File: config.mk
export PLATFORM = sky130hd
export DESIGN_NAME = uart_oversampled_receiver
export DESIGN_NICKNAME = d
export VERILOG_FILES = /design/src/rtl/uart_oversampled_receiver.sv
export SDC_FILE = /design/constraint.sdc
export NUM_CORES = 1
export LEC_CHECK = 0
export CORE_MARGIN = 2
export CORE_UTILIZATION = 40
export DETAILED_ROUTE_END_ITERATION = 6
export GPL_ROUTABILITY_DRIVEN = 0
export GPL_TIMING_DRIVEN = 0
export MAX_ROUTING_LAYER = met4
export PLACE_DENSITY = 0.66
export SLEW_MARGIN = 20
export SYNTH_ARGS = -nofsm -noshare
export SYNTH_HDL_FRONTEND = slang
export SYNTH_SLANG_ARGS = --single-unit
File: constraint.sdc
create_clock -name clk -period 3.85 [get_ports clk]
set_clock_uncertainty 0.05 [all_clocks]
set_input_delay 0.5775 -clock clk [delete_from_list [all_inputs] [get_ports clk]]
set_output_delay 0.5775 -clock clk [all_outputs]
set_load 0.03 [all_outputs]
File: src/rtl/uart_oversampled_receiver.sv
// UART receive stage: oversamples rx at 13x or 16x baud (tick from an
// external divider), deframes 5..8 data bits, optional parity and 1..2 stop
// bits, and holds the received word plus error flags until it is consumed.
//
// Ports:
//   clk, reset          clock, synchronous active-low reset
//   baudTick            one-cycle enable per oversample period
//   rx                  asynchronous serial line, idle high
//   overSampling        13 or 16 (anything else means 16)
//   dataWidth           5..8 data bits (anything else means 8)
//   parityEnable        parity bit present
//   parityType          0 = even, 1 = odd
//   stopBits            1 or 2 (anything else means 1)
//   rxReady             consumer accepts the held word
//   rxData              received data, right-justified, upper bits 0
//   rxParity            received parity bit (0 without parity)
//   parityError         parity mismatch
//   breakingError       line held low through data, parity and first stop bit
//   overrunError        previous word was overwritten unread
//   framingError        a stop bit was sampled low
//   rxValid             word and flags valid
module uart_oversampled_receiver #(
    parameter int unsigned DATA_WIDTH  = 8,
    parameter int unsigned SYNC_STAGES = 2
) (
    input  logic                  clk,
    input  logic                  reset,
    input  logic                  baudTick,
    input  logic                  rx,
    input  logic [4:0]            overSampling,
    input  logic [3:0]            dataWidth,
    input  logic                  parityEnable,
    input  logic                  parityType,
    input  logic [1:0]            stopBits,
    input  logic                  rxReady,
    output logic [DATA_WIDTH-1:0] rxData,
    output logic                  rxParity,
    output logic                  parityError,
    output logic                  breakingError,
    output logic                  overrunError,
    output logic                  framingError,
    output logic                  rxValid
);

    localparam int unsigned MAX_BITS   = (DATA_WIDTH < 8) ? DATA_WIDTH : 8;
    localparam logic [3:0]  MAX_BITS_W = 4'(MAX_BITS);

    typedef enum logic [2:0] {
        IDLE,
        START,
        DATA,
        PARITY,
        STOP,
        BREAKWAIT
    } stateT;

    stateT                 state;
    logic [4:0]            cnt;
    logic [3:0]            bitIdx;
    logic                  stopIdx;
    logic [DATA_WIDTH-1:0] shiftData;
    logic                  parBit;
    logic                  allZero;
    logic                  frameFraming;
    logic                  frameBreak;
    logic                  commitPend;

    // Frame configuration, captured when a start bit is detected
    logic [4:0]            osCfg;
    logic [3:0]            dwCfg;
    logic                  parEnCfg;
    logic                  parTypeCfg;
    logic                  twoStopCfg;

    logic [SYNC_STAGES-1:0] syncReg;
    logic                   rxSync;
    logic [4:0]             osEff;
    logic [3:0]             dwEff;
    logic [4:0]             midCfg;
    logic [4:0]             cntNext;
    logic                   breakHere;

    // Input synchroniser; idles high so reset does not fake a start bit
    always_ff @(posedge clk) begin
        if (!reset) begin
            syncReg <= '1;
        end else begin
            syncReg <= {syncReg[SYNC_STAGES-2:0], rx};
        end
    end

    assign rxSync = syncReg[SYNC_STAGES-1];

    // Map out-of-range configuration onto the defaults
    assign osEff = (overSampling == 5'd13) ? 5'd13 : 5'd16;

    always_comb begin
        dwEff = 4'd8;
        if (dataWidth >= 4'd5 && dataWidth <= 4'd8) begin
            dwEff = dataWidth;
        end
        if (dwEff > MAX_BITS_W) begin
            dwEff = MAX_BITS_W;
        end
    end

    assign midCfg  = (osCfg == 5'd13) ? 5'd6 : 5'd8;
    assign cntNext = cnt + 5'd1;

    // Break: everything so far was zero and the first stop sample is low too
    assign breakHere = !stopIdx && allZero && !rxSync;

    // Deframing FSM; moves only on oversample ticks
    always_ff @(posedge clk) begin
        if (!reset) begin
            state        <= IDLE;
            cnt          <= 5'd0;
            bitIdx       <= 4'd0;
            stopIdx      <= 1'b0;
            shiftData    <= '0;
            parBit       <= 1'b0;
            allZero      <= 1'b0;
            frameFraming <= 1'b0;
            frameBreak   <= 1'b0;
            commitPend   <= 1'b0;
            osCfg        <= 5'd16;
            dwCfg        <= 4'd8;
            parEnCfg     <= 1'b0;
            parTypeCfg   <= 1'b0;
            twoStopCfg   <= 1'b0;
        end else begin
            commitPend <= 1'b0;
            if (baudTick) begin
                unique case (state)
                    IDLE: begin
                        if (!rxSync) begin
                            state        <= START;
                            cnt          <= 5'd1;
                            osCfg        <= osEff;
                            dwCfg        <= dwEff;
                            parEnCfg     <= parityEnable;
                            parTypeCfg   <= parityType;
                            twoStopCfg   <= (stopBits == 2'd2);
                            shiftData    <= '0;
                            parBit       <= 1'b0;
                            allZero      <= 1'b1;
                            frameFraming <= 1'b0;
                            frameBreak   <= 1'b0;
                        end
                    end
                    START: begin
                        if (cntNext == midCfg) begin
                            if (rxSync) begin
                                state <= IDLE;
                            end else begin
                                state  <= DATA;
                                cnt    <= 5'd0;
                                bitIdx <= 4'd0;
                            end
                        end else begin
                            cnt <= cntNext;
                        end
                    end
                    DATA: begin
                        if (cntNext == osCfg) begin
                            cnt <= 5'd0;
                            for (int unsigned i = 0; i < DATA_WIDTH; i++) begin
                                if (bitIdx == 4'(i)) begin
                                    shiftData[i] <= rxSync;
                                end
                            end
                            if (rxSync) begin
                                allZero <= 1'b0;
                            end
                            bitIdx <= bitIdx + 4'd1;
                            if (bitIdx == dwCfg - 4'd1) begin
                                state   <= parEnCfg ? PARITY : STOP;
                                stopIdx <= 1'b0;
                            end
                        end else begin
                            cnt <= cntNext;
                        end
                    end
                    PARITY: begin
                        if (cntNext == osCfg) begin
                            cnt     <= 5'd0;
                            parBit  <= rxSync;
                            if (rxSync) begin
                                allZero <= 1'b0;
                            end
                            state   <= STOP;
                            stopIdx <= 1'b0;
                        end else begin
                            cnt <= cntNext;
                        end
                    end
                    STOP: begin
                        if (cntNext == osCfg) begin
                            cnt <= 5'd0;
                            if (!rxSync) begin
                                frameFraming <= 1'b1;
                            end
                            if (breakHere) begin
                                frameBreak <= 1'b1;
                            end
                            if (stopIdx || !twoStopCfg) begin
                                commitPend <= 1'b1;
                                state      <= (frameBreak || breakHere) ? BREAKWAIT : IDLE;
                            end else begin
                                stopIdx <= 1'b1;
                            end
                        end else begin
                            cnt <= cntNext;
                        end
                    end
                    BREAKWAIT: begin
                        if (rxSync) begin
                            state <= IDLE;
                        end
                    end
                    default: begin
                        state <= IDLE;
                    end
                endcase
            end
        end
    end

    // Output word register; a commit always wins over a same-cycle consume
    always_ff @(posedge clk) begin
        if (!reset) begin
            rxData        <= '0;
            rxParity      <= 1'b0;
            parityError   <= 1'b0;
            breakingError <= 1'b0;
            overrunError  <= 1'b0;
            framingError  <= 1'b0;
            rxValid       <= 1'b0;
        end else if (commitPend) begin
            rxData        <= shiftData;
            rxParity      <= parBit;
            // Unused data bits are zero, so the full-width XOR covers dataWidth bits
            parityError   <= parEnCfg & ((^shiftData) ^ parBit ^ parTypeCfg);
            breakingError <= frameBreak;
            framingError  <= frameFraming;
            overrunError  <= rxValid & ~rxReady;
            rxValid       <= 1'b1;
        end else if (rxValid && rxReady) begin
            rxValid <= 1'b0;
        end
    end

endmodule

==> summary.md <==
| Metric | Value |
|---|---|
| Post-CTS Resized | 0 |
| Area growth syn-to-layout | 19.8% |
| Fin Setup TNS | 0 ns |
| Worst setup SP type | flip-flop |
| Post-DR wirelength/cell | 14.4 um |
| Ports | 32 |
| Critical-path cell list | ha_1, xor2_1, a21oi_1, a2111oi_1, and4_1, buf_4, nand4b_1, mux2i_1 |
| Crit Reg-Reg Startpoint | cnt[1] |
| Total grt overflow | 0 |
| Worst Hold Class | flip-flop to flip-flop |
| Fin worst setup slack | 1.34 ns |
| Port Buffer Count | 31 |
| DR vias | 2,337 |
| Initial DRT Pass Iterations | 4 |
| Post-synth EDFFs | 0 |
| Hold_sp | syncReg[0] |
| CP arrival | 2.65 ns |
| Setup CP Type | flip-flop to flip-flop |
| FILL cells | 615 |
| Total track usage | 0.175 |
| R2R Path End | shiftData[3] |
| Post-layout net count | 366 |
| Synth Net Count | 328 |
| Initial antenna violation count | 0 |
| TritonCTS sink count | 51 |
| CTS root buffer | clkbuf_8 |
| Worst-path maximum fanout | 8 |
| Area leader, netlist | dfxtp_1 |
| Max-slew violation count | 0 |
| Dpl hpwl | 4500 um |
| Reg2Reg Depth | 8 |
| Slew headroom | 0.472 |
| Post-layout minimum cycle time | 2.51 ns |
| Remaining antenna violation count after routing | 0 |
| WP depth | 8 |
| Die Wd | 85.6 um |
| Initial Utilization | 0.418 |
| Top post-synthesis cells by area | dfxtp_1 (38%), mux2i_1 (9.8%), xnor2_1 (5.3%) |
| Worst slack at placement | 1.18 ns |
| Status | finished, final reports clean |
| Post-CTS Hold Buffers | 0 |
| Final setup violating endpoints | 0 |
| Async SR Flop Fraction | 0 |
| Vias in the first global route | 2,130 |
| Total Wirelength | 6050 um |
| Die area | 0.00734 mm2 |
| Synth cell count leaders | dfxtp_1 (51), nand2_1 (32), mux2i_1 (26), nor2_1 (24), a21oi_1 (18) |
| Fmax | 0.399 GHz |
| Clock tree buffer depth | 2 |
| Slew @ Worst Pin | 0.785 ns |
| Syn_area_per_cell | 8.77 um2 |
| Ant. Diodes | 0 |
| Worst-Skew Late Latency | 0.31 ns |
| Worst hold stages | 1 |
| Max rail drop VDD | 159 uV |
| Reg clk slew, reported paths | 0.10 ns |
| Netlist cell types | 58 |
| Total core area | 0.00639 mm2 |
| Final Hold Viols | 0 |
| Cts bufs inserted | 5 |
| Maximum number of pins on one net before global-route repair | 18 |
| Mapped Area | 0.00267 mm2 |
| Fin crit share | 0.651 |
| Via density | 5.56 |
| Global-route wire length before repair | 10,000 um |
| Synth Instances | 304 |
| Pwr Density | 344 mW/mm2 |
| Yosys warns | 0 |
| Seq/Total Area, Yosys | 0.383 |
| CP required | 4.00 ns |
| Largest stage delay on the critical path | 0.55 ns |
| Starting DRC count in detailed routing | 124 |
| WP buf/inv | 1 |
| H-tree levels | 2 |
| R2R Setup Slk | 1.34 ns |
| Endpoint, Worst Hold | syncReg[1] |
| Buffer count from post-CTS setup fixing | 0 |
| Crit-path slowest cell | a2111oi_1 |
| Remaining DRCs | 0 |
| Fraction of layout cells with a size suffix above 1 | 0.0583 |
| Most frequently used cell type in the post-synthesis netlist | dfxtp_1 |
| CTS tree | yes |
| RSZ-0062 raised after global routing | false |
| Number of synthesized register bits | 51 |
| Yosys top cell area share | 0.383 |
| Predominant post-synthesis flop cell | dfxtp_1 |
| Crit. End Element | flip-flop |
| Final hold slack | 0.366 ns |
| Max_cap viols | 0 |
| Rows | 29 |
| LEAKAGE | 1.12 nW |
| Die height | 85.6 um |
| Crit-path leading delay family | compound AO/OA/AOI/OAI gates |
-- worst max-delay path by stage --
stage                         from            to
final                       cnt[1]  shiftData[3]
after global routing        cnt[1]  shiftData[3]
after CTS                   cnt[1]  shiftData[3]
after detailed placement  baudTick  shiftData[0]
after global placement    baudTick  shiftData[0]
after floorplan             cnt[1]        cnt[2]
-- routing by layer --
metal / wire, um / vias up / global-route usage
met5: 0 / - / -
met2: 2790 / 64 / 0.276
li1: - / 1165 / -
met4: 91 / 0 / 0.0722
met3: 246 / 10 / 0.0289
met1: 2920 / 1098 / 0.223
-- cell type report --
cell class	count	area [um2]	share of cell area
Clock inverter	3	46.3	0.0145
Timing Repair Buffer	31	310	0.0972
Clock buffer	5	68.8	0.0216
Buffer	17	76.3	0.0239
Inverter	9	33.8	0.0106
Tap cell	77	96.3	0.0302
Sequential cell	51	1020	0.320
Multi-Input combinational cell	227	1540	0.482
-- power breakdown --
group	switching, mW	internal (mW)
Sequential	0.00815	0.536
Combinational	0.102	0.0648
Clock	0.192	0.196
Total	0.302	0.797
-- kinds of logic after synthesis --
group / Yosys count / synth area share
AOI/OAI and AO/OA: 57 / 0.159
xor gates and xnor gates: 20 / 0.0657
adders and majority gates: 6 / 0.0282
DFF: 51 / 0.383
buffers and inverters: 26 / 0.0413
and+or+nand+nor: 117 / 0.221
muxes: 27 / 0.103
-- sequential cells by signal, indices dropped and copies added, names as in the netlist, 2 cells and up --
name,flops
bitIdx,4
cnt,5
dwCfg,4
osCfg,2
rxData,8
shiftData,8
state,3
syncReg,2
-- cells in the final DEF, fill, tap and decap left out, types with 3 or more instances in the layout --
cell	count
dfxtp_1	51
nand2_1	32
clkdlybuf4s50_1	31
mux2i_1	26
nor2_1	24
a21oi_1	18
nand3_1	16
xnor2_1	16
clkbuf_1	12
inv_1	9
nand2b_1	8
o21ai_0	7
nand4_1	7
ha_1	6
nor3_1	5
clkbuf_8	5
xor2_1	4
nor2b_1	4
nand3b_1	4
nand4b_1	4
a211oi_1	3
-- per-stage QoR --
| step | std cells | instance area, um2 | power [mW] | utilization |
|---|---|---|---|---|
| floorplan | 304 | 2670 | 0.668 | - |
| global placement | 412 | 3070 | 0.717 | 0.481 |
| detailed placement | 412 | 3080 | 0.720 | 0.482 |
| CTS | 420 | 3190 | 1.10 | 0.500 |
| global route | 420 | 3190 | 1.14 | 0.500 |
| finish | 420 | 3190 | 1.10 | 0.500 |
Power figures use the tool's default switching activity.
